[src/rtl/spi_test_pkg.sv]
// Shared encodings for the SPI test-pattern generator: pattern modes, FSM states
// and default Galois LFSR feedback masks.
package spi_test_pkg;

  localparam logic [1:0] MODE_CNT   = 2'd0;
  localparam logic [1:0] MODE_WALK  = 2'd1;
  localparam logic [1:0] MODE_LFSR  = 2'd2;
  localparam logic [1:0] MODE_CONST = 2'd3;

  localparam logic [2:0] ST_IDLE      = 3'd0;
  localparam logic [2:0] ST_STROBE    = 3'd1;
  localparam logic [2:0] ST_WAIT_ACK  = 3'd2;
  localparam logic [2:0] ST_WAIT_DONE = 3'd3;
  localparam logic [2:0] ST_GAP       = 3'd4;

  localparam logic [7:0]  LFSR_TAPS_8  = 8'hB8;
  localparam logic [15:0] LFSR_TAPS_16 = 16'hB400;

  // Right-shifting Galois masks; unknown widths fall back to the 8-bit polynomial.
  function automatic logic [31:0] default_taps(input int width);
    case (width)
      16:      default_taps = {16'h0000, LFSR_TAPS_16};
      default: default_taps = {24'h000000, LFSR_TAPS_8};
    endcase
  endfunction

endpackage

[src/rtl/spi_pattern_gen_if.sv]
// Handshake bundle between the pattern generator and its host / SPI master.
interface spi_pattern_gen_if #(
  parameter int unsigned DATA_WIDTH = 8
) ();

  logic                  ENABLE;
  logic [1:0]            MODE;
  logic                  BUSY;
  logic [DATA_WIDTH-1:0] DATA;
  logic                  START;
  logic                  ERR;
  logic [15:0]           WORD_CNT;

  modport master (output ENABLE, MODE, BUSY, input DATA, START, ERR, WORD_CNT);
  modport slave  (input ENABLE, MODE, BUSY, output DATA, START, ERR, WORD_CNT);

endinterface

[src/rtl/spi_pattern_core.sv]
// Pattern registers plus the combinational next-word selector; load commits the
// offered word and latches the mode it was generated for.
module spi_pattern_core
  import spi_test_pkg::*;
#(
  parameter int unsigned           DATA_WIDTH  = 8,
  parameter logic [DATA_WIDTH-1:0] LFSR_SEED   = DATA_WIDTH'(8'h01),
  parameter logic [DATA_WIDTH-1:0] LFSR_TAPS   = DATA_WIDTH'(default_taps(DATA_WIDTH)),
  parameter logic [DATA_WIDTH-1:0] CONST_VALUE = DATA_WIDTH'(8'hA5)
) (
  input  logic                  clk,
  input  logic                  rst_n,
  input  logic                  load,
  input  logic [1:0]            mode,
  output logic [DATA_WIDTH-1:0] next_word
);

  logic [DATA_WIDTH-1:0] cnt_r;
  logic [DATA_WIDTH-1:0] walk_r;
  logic [DATA_WIDTH-1:0] lfsr_r;
  logic [1:0]            mode_r;
  logic                  first_r;
  logic                  reinit_s;

  function automatic logic [DATA_WIDTH-1:0] lfsr_step(input logic [DATA_WIDTH-1:0] v);
    lfsr_step = (v >> 1) ^ (v[0] ? LFSR_TAPS : '0);
  endfunction

  // Select the initial value on a mode change or first use, otherwise the successor.
  always_comb begin
    reinit_s  = first_r || (mode != mode_r);
    next_word = '0;
    case (mode)
      MODE_CNT:   next_word = reinit_s ? '0 : cnt_r + DATA_WIDTH'(1);
      MODE_WALK:  next_word = reinit_s ? DATA_WIDTH'(1)
                                       : {walk_r[DATA_WIDTH-2:0], walk_r[DATA_WIDTH-1]};
      MODE_LFSR:  next_word = reinit_s ? LFSR_SEED : lfsr_step(lfsr_r);
      MODE_CONST: next_word = CONST_VALUE;
      default:    next_word = '0;
    endcase
  end

  // Commit the offered word into the register of the mode that produced it.
  always_ff @(posedge clk or negedge rst_n) begin
    if (!rst_n) begin
      cnt_r   <= '0;
      walk_r  <= DATA_WIDTH'(1);
      lfsr_r  <= LFSR_SEED;
      mode_r  <= MODE_CNT;
      first_r <= 1'b1;
    end else if (load) begin
      mode_r  <= mode;
      first_r <= 1'b0;
      case (mode)
        MODE_CNT:  cnt_r  <= next_word;
        MODE_WALK: walk_r <= next_word;
        MODE_LFSR: lfsr_r <= next_word;
        default:   cnt_r  <= cnt_r;
      endcase
    end
  end

endmodule

[src/rtl/spi_pattern_gen.sv]
// Handshaked SPI test-pattern source: offers a word with a one-cycle START, waits
// for the master's BUSY acknowledge and completion, then idles for a gap.
module spi_pattern_gen
  import spi_test_pkg::*;
#(
  parameter int unsigned           DATA_WIDTH  = 8,
  parameter int unsigned           GAP_CYCLES  = 1,
  parameter int unsigned           ACK_TIMEOUT = 8,
  parameter logic [DATA_WIDTH-1:0] LFSR_SEED   = DATA_WIDTH'(8'h01),
  parameter logic [DATA_WIDTH-1:0] LFSR_TAPS   = DATA_WIDTH'(default_taps(DATA_WIDTH)),
  parameter logic [DATA_WIDTH-1:0] CONST_VALUE = DATA_WIDTH'(8'hA5)
) (
  input  logic             CLK_1KHZ,
  input  logic             RESET_N,
  spi_pattern_gen_if.slave bus
);

  localparam int unsigned TW = $clog2(ACK_TIMEOUT + 1);
  localparam int unsigned GW = (GAP_CYCLES < 2) ? 1 : $clog2(GAP_CYCLES + 1);

  logic [2:0]            state_r;
  logic [DATA_WIDTH-1:0] data_r;
  logic                  start_r;
  logic                  err_r;
  logic [15:0]           word_cnt_r;
  logic [TW-1:0]         to_cnt_r;
  logic [GW-1:0]         gap_cnt_r;
  logic                  load_s;
  logic                  to_last_s;
  logic                  gap_last_s;
  logic [DATA_WIDTH-1:0] next_word_s;

  spi_pattern_core #(
    .DATA_WIDTH  (DATA_WIDTH),
    .LFSR_SEED   (LFSR_SEED),
    .LFSR_TAPS   (LFSR_TAPS),
    .CONST_VALUE (CONST_VALUE)
  ) u_core (
    .clk       (CLK_1KHZ),
    .rst_n     (RESET_N),
    .load      (load_s),
    .mode      (bus.MODE),
    .next_word (next_word_s)
  );

  // Launch decision and terminal-count detection for the ack and gap counters.
  always_comb begin
    if ((state_r == ST_IDLE) && bus.ENABLE && !bus.BUSY) begin
      load_s = 1'b1;
    end else begin
      load_s = 1'b0;
    end
    to_last_s  = ((32'(to_cnt_r) + 32'd1) >= ACK_TIMEOUT);
    gap_last_s = ((32'(gap_cnt_r) + 32'd1) >= GAP_CYCLES);
  end

  // Transfer FSM with registered outputs; a timeout skips WORD_CNT but sets ERR.
  always_ff @(posedge CLK_1KHZ or negedge RESET_N) begin
    if (!RESET_N) begin
      state_r    <= ST_IDLE;
      data_r     <= '0;
      start_r    <= 1'b0;
      err_r      <= 1'b0;
      word_cnt_r <= 16'h0000;
      to_cnt_r   <= '0;
      gap_cnt_r  <= '0;
    end else begin
      start_r <= 1'b0;
      case (state_r)
        ST_IDLE: begin
          if (load_s) begin
            state_r <= ST_STROBE;
            data_r  <= next_word_s;
            start_r <= 1'b1;
          end
        end
        ST_STROBE: begin
          state_r  <= ST_WAIT_ACK;
          to_cnt_r <= '0;
        end
        ST_WAIT_ACK: begin
          if (bus.BUSY) begin
            state_r <= ST_WAIT_DONE;
          end else if (to_last_s) begin
            err_r     <= 1'b1;
            state_r   <= ST_GAP;
            gap_cnt_r <= '0;
          end else begin
            to_cnt_r <= to_cnt_r + TW'(1);
          end
        end
        ST_WAIT_DONE: begin
          if (!bus.BUSY) begin
            state_r    <= ST_GAP;
            gap_cnt_r  <= '0;
            word_cnt_r <= word_cnt_r + 16'd1;
          end
        end
        ST_GAP: begin
          if (gap_last_s) begin
            state_r <= ST_IDLE;
          end else begin
            gap_cnt_r <= gap_cnt_r + GW'(1);
          end
        end
        default: state_r <= ST_IDLE;
      endcase
    end
  end

  assign bus.DATA     = data_r;
  assign bus.START    = start_r;
  assign bus.ERR      = err_r;
  assign bus.WORD_CNT = word_cnt_r;

endmodule
[src/flat_wrapper.sv]
// flat-port wrapper written by rule: the top's interface ports become plain ports
module spi_pattern_gen_flat import spi_test_pkg::*;
#(
  parameter int unsigned           DATA_WIDTH  = 8,
  parameter int unsigned           GAP_CYCLES  = 1,
  parameter int unsigned           ACK_TIMEOUT = 8,
  parameter logic [DATA_WIDTH-1:0] LFSR_SEED   = DATA_WIDTH'(8'h01),
  parameter logic [DATA_WIDTH-1:0] LFSR_TAPS   = DATA_WIDTH'(default_taps(DATA_WIDTH)),
  parameter logic [DATA_WIDTH-1:0] CONST_VALUE = DATA_WIDTH'(8'hA5)
)
  (CLK_1KHZ, RESET_N, bus_ENABLE, bus_MODE, bus_BUSY, bus_DATA, bus_START, bus_ERR, bus_WORD_CNT);
  spi_pattern_gen_if #(.DATA_WIDTH(DATA_WIDTH)) bus_i ();
  input  logic CLK_1KHZ;
  input  logic RESET_N;
  input wire logic [$bits(bus_i.ENABLE)-1:0] bus_ENABLE;
  input wire logic [$bits(bus_i.MODE)-1:0] bus_MODE;
  input wire logic [$bits(bus_i.BUSY)-1:0] bus_BUSY;
  output wire logic [$bits(bus_i.DATA)-1:0] bus_DATA;
  output wire logic [$bits(bus_i.START)-1:0] bus_START;
  output wire logic [$bits(bus_i.ERR)-1:0] bus_ERR;
  output wire logic [$bits(bus_i.WORD_CNT)-1:0] bus_WORD_CNT;
  assign bus_i.ENABLE = bus_ENABLE;
  assign bus_i.MODE = bus_MODE;
  assign bus_i.BUSY = bus_BUSY;
  assign bus_DATA = bus_i.DATA;
  assign bus_START = bus_i.START;
  assign bus_ERR = bus_i.ERR;
  assign bus_WORD_CNT = bus_i.WORD_CNT;
  spi_pattern_gen #(.DATA_WIDTH(DATA_WIDTH), .GAP_CYCLES(GAP_CYCLES), .ACK_TIMEOUT(ACK_TIMEOUT), .LFSR_SEED(LFSR_SEED), .LFSR_TAPS(LFSR_TAPS), .CONST_VALUE(CONST_VALUE)) u_core (.CLK_1KHZ(CLK_1KHZ), .RESET_N(RESET_N), .bus(bus_i));
endmodule
[config.mk]
export PLATFORM = sky130hd
export DESIGN_NAME = spi_pattern_gen_flat
export DESIGN_NICKNAME = d
export VERILOG_FILES = /design/src/rtl/spi_test_pkg.sv /design/src/rtl/spi_pattern_gen_if.sv /design/src/rtl/spi_pattern_core.sv /design/src/rtl/spi_pattern_gen.sv /design/src/flat_wrapper.sv
export SDC_FILE = /design/constraint.sdc
export NUM_CORES = 1
export LEC_CHECK = 0
export ABC_CLOCK_PERIOD_IN_PS = 3200
export CORE_MARGIN = 1
export CORE_UTILIZATION = 65
export DETAILED_ROUTE_END_ITERATION = 7
export DONT_BUFFER_PORTS = 1
export GPL_TIMING_DRIVEN = 0
export HOLD_SLACK_MARGIN = 0.15
export PLACE_DENSITY = 0.93
export SLEW_MARGIN = 20
export SYNTH_ARGS = -nofsm -noshare
export SYNTH_HDL_FRONTEND = slang
export SYNTH_SLANG_ARGS = --single-unit
[constraint.sdc]
create_clock -name CLK_1KHZ -period 3.2 [get_ports CLK_1KHZ]
set_input_delay 0.32 -clock CLK_1KHZ [delete_from_list [all_inputs] [get_ports CLK_1KHZ]]
set_output_delay 0.32 -clock CLK_1KHZ [all_outputs]
set_load 0.02 [all_outputs]
# Yosys cells after proc, flatten, opt, wreduce, memory -nomap -nowiden

Index checks and enable logic that the tools add are counted.

Flip-flop bits (word level): 61
Output and inout bits: 26
Logic and storage cells: 77

Add/subtract/negate cells: 6
$lt $le $gt $ge: 2
Eq/ne operators: 16
Mux-type cells: 22
Bitwise logic cells: 2
Reductions and logical operators: 17

Operator list:

| operator                                                            | count |
|---|---|
| greater-or-equal comparator 32 x 1 -> 1 bit (second input constant) | 1 |
| greater-or-equal comparator 32 x 4 -> 1 bit (second input constant) | 1 |
| 2-to-1 mux 8 bit                                                    | 4 |
| case mux 8 bit (4 select lines)                                     | 1 |
| adder 16 x 1 -> 16 bit (second input constant)                      | 1 |
| 2-to-1 mux 3 bit                                                    | 5 |
| case mux 3 bit (5 select lines)                                     | 1 |
| AND reduction 2 bit                                                 | 5 |
| adder 8 x 1 -> 8 bit (second input constant)                        | 1 |
| 2-to-1 mux 4 bit                                                    | 2 |
| != test 2 bit (second input constant)                               | 4 |
| case mux 4 bit (2 select lines)                                     | 1 |
| bitwise XOR 7 x 8 -> 8 bit                                          | 1 |
| 2-to-1 mux 1 bit                                                    | 7 |
| == test 3 x 2 -> 1 bit (second input constant)                      | 2 |
| != test 2 x 1 -> 1 bit (second input constant)                      | 3 |
| AND reduction 3 bit                                                 | 2 |
| adder 4 x 1 -> 5 bit (second input constant)                        | 1 |
| AND reduction 5 bit                                                 | 1 |
| adder 4 x 1 -> 4 bit (second input constant)                        | 1 |
| == test 2 bit (second input constant)                               | 2 |
| AND reduction 4 bit                                                 | 1 |
| == test 3 x 1 -> 1 bit (second input constant)                      | 1 |
| == test 3 bit (second input constant)                               | 1 |
| 14 further kinds                                                    | 15 |

# Logic depth before layout (Yosys ltp)

Gate-level depths: netlist (run 1).

Depth in word-level cells: 6
Depth in mapped cells: 6
Mapped depth without buffers: 5

# Cells and area by module

Synthesis (run 1) repeated with hierarchy kept, for this count alone.

Cells, all modules: 283
Area total of the unflattened synthesis: 2,991.6 um^2

By module, submodules not included:

| module           | times used | cells each | area each (um^2) |
|---|---|---|---|
| spi_pattern_gen  | 1          | 128        | 1,557.7 |
| spi_pattern_core | 1          | 155        | 1,433.9 |

# Worst setup path before layout (run 1)

No wires, ideal clock.

Path kind: flip-flop to flip-flop
From: register u_core.to_cnt_r[0]
To: register u_core.to_cnt_r[0]
Setup time: 0.079 ns
Arrival: 1.508 ns
Required time: 3.121 ns
Slack: 1.613 ns
Cell stages (with the launch flop): 6
Buffers on the path: 0
Clock period less this slack: 1.587 ns
Cell sequence: dfrtp_1 -> ha_1 -> nand2b_1 -> mux2_2 -> nor3_2 -> mux2i_1

Word-level cells in the longest chain between the ends: 4

Ends and longest elaborated chain:

| item                                                                             | line                                         | RTL |
|---|---|---|
| from (decl)                                                                      | spi_pattern_gen.sv:26                        | `logic [TW-1:0] to_cnt_r;` |
| from (signal assigned)                                                           | spi_pattern_gen.sv:89                        | `to_cnt_r <= to_cnt_r + TW'(1);` |
| adder 4 x 1 -> 5 bit or adder 4 x 1 -> 4 bit (tied branches)                     | spi_pattern_gen.sv:53, spi_pattern_gen.sv:89 |  |
| greater-or-equal comparator 32 x 4 -> 1 bit or 2-to-1 mux 4 bit (tied branches)  | spi_pattern_gen.sv:53, spi_pattern_gen.sv:84 |  |
| != test 2 bit (no line) or 2-to-1 mux 4 bit (tied branches)                      | -                                            |  |
| AND reduction 3 bit (no line) or case mux 4 bit (2 select lines) (tied branches) | -                                            |  |

Several ways; a longest one is shown, not always the timed one. The select of a mux whose other input is x is not followed.
A chain may end at the register's enable or synchronous reset.

# Worst setup path after layout (run 1)

From: register u_core.state_r[2]
To: register u_core.u_core.lfsr_r[4]

Word-level cells in the longest chain between the ends: 5

Ends and longest elaborated chain:

| item                           | line                   | RTL |
|---|---|---|
| from (decl)                    | spi_pattern_gen.sv:21  | `logic [2:0] state_r;` |
| from (signal assigned)         | spi_pattern_gen.sv:60  | `state_r <= ST_IDLE;` |
| from (signal assigned)         | spi_pattern_gen.sv:72  | `state_r <= ST_STROBE;` |
| from (signal assigned)         | spi_pattern_gen.sv:78  | `state_r <= ST_WAIT_ACK;` |
| logical NOT 3 bit              | spi_pattern_gen.sv:48  | `if ((state_r == ST_IDLE) && bus.ENABLE && !bus.BUSY) begin` |
| logical AND 1 bit (2 in a row) | spi_pattern_gen.sv:48  |  |
| 2-to-1 mux 1 bit               | spi_pattern_gen.sv:48  |  |
| AND reduction 2 bit (no line)  | -                      |  |
| to (signal assigned)           | spi_pattern_core.sv:57 | `MODE_LFSR: lfsr_r <= next_word;` |
| to (decl)                      | spi_pattern_core.sv:20 | `logic [DATA_WIDTH-1:0] lfsr_r;` |

Every way passes these cells.

==> results of run 1 <==
layout by cell type (no fill, tap or decap), types with 4 or more instances in the layout:
cell / n
a21oi_1: 9
mux2_2: 15
xnor2_1: 14
inv_1: 7
o21ai_0: 18
xor2_1: 9
a22o_1: 4
nand3_1: 16
ha_1: 4
dfrtp_1: 57
clkbuf_8: 11
nor2_1: 10
buf_2: 4
and3_1: 7
mux2i_1: 6
a31oi_1: 4
clkbuf_1: 4
nand2_1: 36
nand4_1: 5
nor3_1: 6
worst min-delay path, cell delays in order:
cell,delay (ps)
nor2_1,20
a21oi_1,110
nor2_1,50
state kept, by name, indices dropped and copies added (netlist names):
register and cells:
u_core.u_core.mode_r 2, u_core.bus.ERR 1, u_core.to_cnt_r 4, u_core.bus.WORD_CNT 16, u_core.u_core.first_r 1, u_core.u_core.walk_r 8, u_core.state_r 3, u_core.bus.START 1
u_core.bus.DATA 8, u_core.u_core.cnt_r 8, u_core.u_core.lfsr_r 8
Yosys cell counts, drive strengths merged (2+ instances only):
cell type	count	area share, %
nand3	16	2.8
o41ai	2	0.60
o211ai	3	0.78
nor3	7	1.4
buf	5	1.1
o21ai	18	3.1
nand2	36	4.7
a41o	2	0.69
xor2	9	2.7
nand4	5	1.1
a31oi	4	0.86
nor2	11	1.5
ha	4	1.7
nor3b	4	1.2
dfstp	3	2.7
and3	7	1.5
dfrtp	57	49
inv	8	1.0
nand2b	2	0.43
xnor2	14	4.2
nor4	2	1.2
o21a	2	0.52
a21boi	2	0.52
a22o	4	1.2
mux2i	6	2.1
mux2	15	5.8
a21oi	9	1.6
clkbuf	3	0.39
power by group:
group          internal (mW)  total (mW)  switching [mW]
registers              0.966        1.28           0.309
logic                  0.268       0.603           0.336
clock network          0.399       0.692           0.293
total                   1.63        2.57           0.937
worst paths after layout:
path,endpoint,depth (start not counted),slack [ps]
worst max-delay path,u_core.u_core.lfsr_r[4],6,1100
worst min-delay path,u_core.state_r[0],3,190
worst max register to register,u_core.u_core.lfsr_r[4],6,1100
worst min register to register,u_core.u_core.lfsr_r[2],2,500
max in group asynchronous,u_core.u_core.lfsr_r[0],2,2410
min in group asynchronous,u_core.u_core.cnt_r[2],2,500
area by class of cell:
type	instances	area share, %
sequential	60	46.79
multi-input combinational	197	41.23
clock buffer	12	4.823
tap	50	1.945
clock inverter	4	1.478
timing repair buffer	3	1.478
buffer	8	1.322
inverter	8	0.9335
per-layer routing:
metal	GRT usage [%]	up-vias	wire length (um)
met2	43.08	130	2952
met1	36.39	1086	2611
met5	0	-	0
met4	17.09	0	200
li1	-	1003	-
met3	10.03	26	570
logic make-up (layout without fill, tap and decap cells):
family | count (synthesis) | after routing
fa+ha+maj | 4 | 4
mux | 21 | 21
xor+xnor | 23 | 23
simple gates | 99 | 99
flops | 60 | 60
buf+inv | 16 | 35
compound gates | 50 | 50
==> out/results.tsv, run 1 <==
stage	metric	value	unit
worst_setup_path	crit_path_cell_trace	nor2_1, nand2_1, inv_2, buf_6, nand3_1, o21ai_0	
clock_tree	cts-root-buf	clkbuf_8	
pwr	power.total	2.570	mW
pwr	leakagePower	1.467	nW
logic_synthesis	yosys_register_bits	60	
clock_tree	h-tree-depth	3	
worst_setup_path	crit_family	simple AND/OR/NAND/NOR gates	
worst_setup_path	crit_arrival	2350	ps
flow_run	drv_cap	0	
worst_setup_path	worstSetupPathType	flop to flop	
timing	drv_slew	0	
logic_synthesis	synth_edf_count	0	
min_path	min_path_type	input pin to flop	
die	fp-row-count	23	
global_route	antenna_found_initial	0	
placed_design	post_dp_cell_area	2967	sq um
placed_design	dp_hpwl	3.988	mm
die	io_pins	32	
timing	finalSetupViolCount	0	
logic_synthesis	yosys.area_share.xor_xnor	6.937	%
global_route	grt_pass1_wl	9.542	mm
clock_tree	cts_tree	done	
routing	vias	2245	
worst_setup_path	crit_start	u_core.state_r[2]	
placed_design	dp_slack	1228	ps
timing	fin_worst_skew	10.86	ps
worst_setup_path	worstPathMaxFanout	10	
worst_setup_path	cp-end-kind	flop	
layout	layout.nets	297	
timing	holdWs	193.7	ps
logic_synthesis	synth_top_family_by_area	simple AND/OR/NAND/NOR gates	
die	die_w	68.84	um
logic_synthesis	ys_types	47	
worst_setup_path	timing.rr.start	u_core.state_r[2]	
placed_design	place_congestion	0.9048	
layout	syn2layout_area_growth	10.77	%
clock_tree	clk_latency	340	ps
clock_tree	clock-sinks	60	
die	die_y	68.84	um
logic_synthesis	syn_inst	273	
layout	utilization	77.63	%
routing	drt_wl_total	6.335	mm
die	core-area	4144	sq um
die	initial_utilization	70.08	%
global_route	grt_usage	28.98	%
layout	postLayoutCellArea	3217	sq um
timing	period_share	65.59	%
timing	fin_crit	2099	ps
logic_synthesis	async_flop_share	100.0	%
timing	worst_slack	1101	ps
global_route	grt.overflow.total	0	
logic_synthesis	yosys_warnings	0	
layout	layoutNonFillerInstCount	342	
routing	drt_pre_antenna_iters	5	
layout	multi_input_area	1326	sq um
worst_setup_path	cp_num_buf_inv	2	
routing	drc	0	
clock_tree	clk_path_buf_depth	2	
global_route	grt_pass1_vias	1986	
logic_synthesis	syn_area_per_cell	10.64	sq um
worst_setup_path	slowest_delay	470	ps
global_route	grt_max_degree	61	
logic_synthesis	synth_simple_gate_area_share	18.22	%
placed_design	dp.cells	323	
logic_synthesis	synthAdderAreaFrac	1.723	%
pwr	power_density	799.0	nW/um^2
pwr	irDropWorstVdd	0.4500	mV
min_path	worstHoldStart	bus_BUSY	
logic_synthesis	synth-compound-area-share	10.90	%
worst_setup_path	critPathRequiredTime	3450	ps
logic_synthesis	syn_area	2904	sq um
clock_tree	cts_setup_buffers	0	
routing	routed_via_density	6.564	
clock_tree	numCtsBuffers	9	
clock_tree	clk_pin_slew	60	ps
layout	drive_above_1_share	16.10	%
timing	max_freq	476.4	MHz
layout	diodes	0	
run_status	outcome	complete, no violations	
logic_synthesis	synth_mux_area_share	7.885	%
logic_synthesis	ys_seq_area_share	51.83	%
clock_tree	cts_resized	0	
worst_setup_path	startpoint_type	flop	
logic_synthesis	synth_nets	283	
timing	rsz0062_at_grt	no	
timing	fin_setup_tns	0	ps
timing	hold_viol_final	0	
layout	seq_area	1505	sq um
timing	tightest_slew	578.1	ps
die	die_area	4739	sq um
logic_synthesis	synth-main-ff-cell	dfrtp_1	
timing	slew_headroom	61.32	%
placed_design	io_buffers	0	
routing	drt_iter0_drc	250	
routing	ant_nets	0	
clock_tree	holdBufCountCts	3	
layout	fillers	235	
worst_setup_path	critical-path-slowest-cell	nor2_1	
routing	wl_per_cell	18.52	um
Note: power is estimated with default switching activity, not from simulation.
==> run 2, diff against run 1 <==
--- a/config.mk
+++ b/config.mk
@@ -5,14 +5,14 @@
 export SDC_FILE = /design/constraint.sdc
 export NUM_CORES = 1
 export LEC_CHECK = 0
-export ABC_CLOCK_PERIOD_IN_PS = 3200
+export ABC_CLOCK_PERIOD_IN_PS = 2060
 export CORE_MARGIN = 1
-export CORE_UTILIZATION = 65
+export CORE_UTILIZATION = 63
 export DETAILED_ROUTE_END_ITERATION = 7
 export DONT_BUFFER_PORTS = 1
 export GPL_TIMING_DRIVEN = 0
 export HOLD_SLACK_MARGIN = 0.15
-export PLACE_DENSITY = 0.93
+export PLACE_DENSITY = 0.91
 export SLEW_MARGIN = 20
 export SYNTH_ARGS = -nofsm -noshare
 export SYNTH_HDL_FRONTEND = slang
==> constraint.sdc (replaced) <==
create_clock -name CLK_1KHZ -period 2.06 [get_ports CLK_1KHZ]
set_input_delay 0.206 -clock CLK_1KHZ [delete_from_list [all_inputs] [get_ports CLK_1KHZ]]
set_output_delay 0.206 -clock CLK_1KHZ [all_outputs]
set_load 0.02 [all_outputs]
==> run 2 against run 1 <==
Compared with the run above: global-route usage shrank 0.46 points; flip-flop and latch count is the same; via count shrank 2.1%; clock skew shrank 3.7 ps; maximum frequency grew 9.9%; final cell count grew 0.88%; sequential share of layout area shrank 0.77 points.
==> out/results.tsv, run 2 (same netlist as run 1, synthesis figures left out) <==
stage	metric	value	unit
die	die_area	4885	sq um
placed_design	place_congestion	0.8673	
clock_tree	cts_setup_buffers	0	
clock_tree	h-tree-depth	3	
placed_design	io_buffers	0	
layout	drive_above_1_share	16.72	%
timing	max_freq	523.8	MHz
die	io_pins	32	
die	core-area	4384	sq um
layout	syn2layout_area_growth	12.62	%
worst_setup_path	startpoint_type	flop	
min_path	min_path_type	input pin to flop	
timing	hold_viol_final	0	
worst_setup_path	reg2reg_setup_slack	150	ps
timing	drv_slew	0	
die	die_w	69.90	um
layout	layout.nets	298	
timing	slew_headroom	63.81	%
routing	drt_iter0_drc	230	
clock_tree	numCtsBuffers	9	
timing	fin_worst_skew	7.206	ps
min_path	worstHoldStart	bus_MODE[0]	
clock_tree	clk_path_buf_depth	2	
pwr	leakagePower	1.494	nW
layout	diodes	0	
timing	fin_crit	1909	ps
routing	wl_per_cell	18.52	um
timing	holdWs	193.5	ps
layout	final_common_cell	dfrtp_1	
die	fp-row-count	24	
timing	finalSetupViolCount	0	
global_route	grt_max_degree	61	
routing	ant_nets	0	
pwr	irDropWorstVdd	0.7313	mV
timing	period_share	92.68	%
worst_setup_path	reg2reg_depth	5	
worst_setup_path	worstSetupPathType	flop to flop	
worst_setup_path	cp-end-kind	flop	
clock_tree	cts_tree	done	
worst_setup_path	worstPathMaxFanout	7	
timing	rsz0062_at_grt	no	
worst_setup_path	timing.rr.start	u_core.u_core.cnt_r[0]	
global_route	grt_pass1_wl	10.60	mm
routing	drc	0	
routing	vias	2197	
clock_tree	clk_pin_slew	70	ps
worst_setup_path	r2r_end	u_core.bus.DATA[1]	
timing	fin_setup_tns	0	ps
placed_design	dp_slack	71.88	ps
timing	worst_slack	150.7	ps
layout	utilization	74.60	%
worst_setup_path	critPathRequiredTime	2350	ps
global_route	grt.overflow.total	0	
die	initial_utilization	66.24	%
routing	routed_via_density	6.368	
worst_setup_path	crit_arrival	2200	ps
global_route	grt_pass1_vias	2251	
placed_design	dp_hpwl	4.182	mm
routing	drt_pre_antenna_iters	4	
die	die_y	69.90	um
pwr	power_density	1273	nW/um^2
clock_tree	clk_latency	350	ps
global_route	antenna_found_initial	0	
layout	largest_register_ffs	16	
worst_setup_path	crit_start	u_core.u_core.cnt_r[0]	
worst_setup_path	crit_path_end	u_core.bus.DATA[1]	
clock_tree	cts-root-buf	clkbuf_8	
global_route	grt_usage	28.52	%
run_status	outcome	complete, no violations	
clock_tree	clock-sinks	60	
timing	tightest_slew	538.0	ps
routing	drt_wl_total	6.389	mm
flow_run	drv_cap	0	
layout	final_cell_mix	57 x dfrtp_1, 36 x nand2_1, 18 x o21ai_0, 16 x nand3_1, 15 x mux2_2	
-- run 2: what timing repair did --
| action | in CTS | in global routing |
|---|---|---|
| gates resized for setup | 0 | 2 |
| hold buffers | 3 | 1 |
| endpoints found under the hold margin | 62 | 1 |
| endpoints found under the setup margin | 0 | 8 |
-- run 2: metal layers --
layer  vias to the layer above  track usage (%)  wire length, um
li1                       1005                -                -
met1                      1085            34.83             2748
met2                        83            45.94             3077
met3                        24            8.514              350
met4                         0            14.44              213
met5                         -                0                0
-- run 2: worst min path at each step --
stage | cells after the start | to | slack [ps]
6_report | 3 | u_core.u_core.mode_r[0] | 190
5_1_grt | 3 | u_core.u_core.mode_r[0] | 220
4_1_cts | 3 | u_core.u_core.mode_r[0] | 190
3_5_place_dp | 0 | u_core.u_core.cnt_r[1] | -90
3_3_place_gp | 0 | u_core.bus.START | -90
2_1_floorplan | 0 | u_core.bus.DATA[0] | -90
-- run 2: cell type report --
cell class,count,area [sq um]
timing repair buffer,4,57.56
multi-input combinational,197,1335
tap,52,65.06
fill,272,1114
sequential,60,1505
clock buffer,12,165.2
buffer,8,42.54
clock inverter,4,70.07
inverter,8,30.03
-- run 2: critical path, cell delays in order (launching register included) --
cell	delay, ps
dfrtp_1	460
ha_1	330
mux2i_1	60
or2_2	280
a21boi_0	450
mux2_2	270
-- run 2: metrics by stage --
stage | power (mW) | cells | area, sq um
6_report | 4.162 | 345 | 3271
5_1_grt | 4.369 | 345 | 3271
4_1_cts | 4.128 | 344 | 3252
3_5_place_dp | 2.855 | 325 | 2969
3_3_place_gp | 2.802 | 325 | 2969
2_1_floorplan | 2.605 | 273 | 2904
-- run 2: report_power, final --
part	leakage [nW]	switching (mW)	internal, mW
clock	0.122	0.465	0.775
sequential	0.781	0.499	1.50
combinational	0.590	0.501	0.421
==> run 3, diff against run 2 <==
--- a/config.mk
+++ b/config.mk
@@ -10,7 +10,6 @@
 export CORE_UTILIZATION = 63
 export DETAILED_ROUTE_END_ITERATION = 7
 export DONT_BUFFER_PORTS = 1
-export GPL_TIMING_DRIVEN = 0
 export HOLD_SLACK_MARGIN = 0.15
 export PLACE_DENSITY = 0.91
 export SLEW_MARGIN = 20
==> run 3 against run 2 <==
Compared with the run above: sequential share of layout area grew 1.1 points; global-route usage decreased by 2.0 points; non-clock buffer count shrank 4; critical path depth fell by 1; total power down 8.1%; critical path type unchanged; largest power group unchanged.
==> out/results.tsv, run 3 (same netlist as run 1, synthesis figures left out) <==
stage	metric	value	unit
worst_setup_path	timing.rr.start	u_core.state_r[1]	
timing	worst_slack	281.3	ps
worst_setup_path	worstSetupPathType	flop to flop	
layout	syn2layout_area_growth	9.996	%
worst_setup_path	r2r_end	u_core.bus.WORD_CNT[12]	
die	io_pins	32	
timing	slew_headroom	69.55	%
global_route	grt_usage	26.49	%
layout	final_cell_mix	57 x dfrtp_1, 36 x nand2_1, 18 x o21ai_0, 16 x nand3_1, 15 x mux2_2	
min_path	min_path_type	input pin to flop	
worst_setup_path	startpoint_type	flop	
die	core-area	4384	sq um
global_route	grt_pass1_vias	2099	
die	die_w	69.90	um
timing	max_freq	562.2	MHz
worst_setup_path	critPathRequiredTime	2280	ps
timing	period_share	86.35	%
clock_tree	clock-sinks	60	
pwr	power_density	1197	nW/um^2
clock_tree	cts-root-buf	clkbuf_8	
routing	vias	2137	
placed_design	dp_slack	284.0	ps
placed_design	dp_hpwl	3.902	mm
clock_tree	cts_setup_buffers	0	
routing	wl_per_cell	17.24	um
layout	final_common_cell	dfrtp_1	
die	die_area	4885	sq um
global_route	grt.overflow.total	0	
timing	rsz0062_at_grt	no	
layout	drive_above_1_share	15.92	%
routing	drc	0	
routing	drt_iter0_drc	156	
worst_setup_path	worstPathMaxFanout	12	
clock_tree	clk_latency	340	ps
pwr	power.total	3.823	mW
flow_run	drv_cap	0	
placed_design	io_buffers	0	
layout	diodes	0	
routing	ant_nets	0	
timing	tightest_slew	455.1	ps
worst_setup_path	reg2reg_setup_slack	280	ps
routing	drt_pre_antenna_iters	4	
timing	hold_viol_final	0	
worst_setup_path	crit_start	u_core.state_r[1]	
die	fp-row-count	24	
clock_tree	clk_path_buf_depth	2	
routing	drt_wl_total	5.879	mm
worst_setup_path	crit_path_end	u_core.bus.WORD_CNT[12]	
timing	fin_worst_skew	6.103	ps
clock_tree	h-tree-depth	3	
routing	routed_via_density	6.267	
clock_tree	cts_tree	done	
run_status	outcome	complete, no violations	
global_route	grt_pass1_wl	10.05	mm
placed_design	place_congestion	0.8482	
layout	layout.nets	294	
worst_setup_path	cp-end-kind	flop	
global_route	antenna_found_initial	0	
global_route	grt_max_degree	61	
timing	fin_setup_tns	0	ps
pwr	leakagePower	1.443	nW
timing	finalSetupViolCount	0	
worst_setup_path	crit_arrival	1990	ps
timing	fin_crit	1779	ps
layout	largest_register_ffs	16	
clock_tree	numCtsBuffers	9	
clock_tree	clk_pin_slew	70	ps
worst_setup_path	reg2reg_depth	4	
pwr	irDropWorstVdd	0.6282	mV
die	initial_utilization	66.24	%
die	die_y	69.90	um
layout	utilization	72.86	%
timing	drv_slew	0	
-- run 3: cell types whose count changed in the layout (fill, tap and decap cells not counted), moves of 2 or more --
cell | before | now
clkbuf_1 | 3 | 0
clkinvlp_4 | 0 | 4
buf_2 | 4 | 0
buf_4 | 0 | 3
bufinv_16 | 2 | 0
clkbuf_8 | 12 | 10
-- run 3: metrics by stage --
stage | hold slack [ps] | cells | cell area, sq um
floorplan | -89.59 | 273 | 2904
global placement | -88.05 | 320 | 2949
detailed placement | -87.85 | 320 | 2949
CTS | 152.8 | 341 | 3194
global route | 170.1 | 341 | 3194
finish | 155.2 | 341 | 3194
-- run 3: area by class of cell --
| cell class | instances | area (sq um) |
|---|---|---|
| Sequential cell | 60 | 1505 |
| Multi-Input combinational cell | 197 | 1326 |
| Fill cell | 285 | 1190 |
| Clock buffer | 10 | 137.6 |
| Timing Repair Buffer | 8 | 90.09 |
| Tap cell | 52 | 65.06 |
| Clock inverter | 6 | 40.04 |
| Inverter | 8 | 30.03 |
-- run 3: what timing repair did --
item	in CTS	in global routing
resized for setup	0	0
hold endpoints to repair	67	0
hold buffers	5	0
-- run 3: report_power, final --
group,total (mW),internal (mW),switching [mW]
clock network,0.930,0.463,0.467
logic,0.893,0.419,0.474
registers,2.00,1.50,0.501
total,3.82,2.38,1.44
-- run 3: how the worst min path moves through the flow --
stage	depth (start not counted)	start	endpoint	slack [ps]
finish	2	bus_MODE[1]	u_core.bus.DATA[5]	160
global route	2	bus_MODE[1]	u_core.bus.DATA[5]	170
floorplan	0	RESET_N	u_core.bus.DATA[0]	-90
detailed placement	0	RESET_N	u_core.bus.START	-90
CTS	2	bus_MODE[1]	u_core.bus.DATA[5]	150
global placement	0	RESET_N	u_core.bus.START	-90
-- run 3: metal layers --
| layer | part of all wire [%] | track usage [%] |
|---|---|---|
| met2 | 46 | 39.74 |
| met1 | 44 | 35.70 |
| met5 | 0 | 0 |
| met4 | 2.4 | 11.33 |
| met3 | 7.7 | 8.225 |
-- run 3: worst max-delay path: stages (launching register included) --
cell       delay (ps)
dfrtp_1           540
nand4bb_1         370
nor4_4            450
nand3_1           140
xnor2_1           150
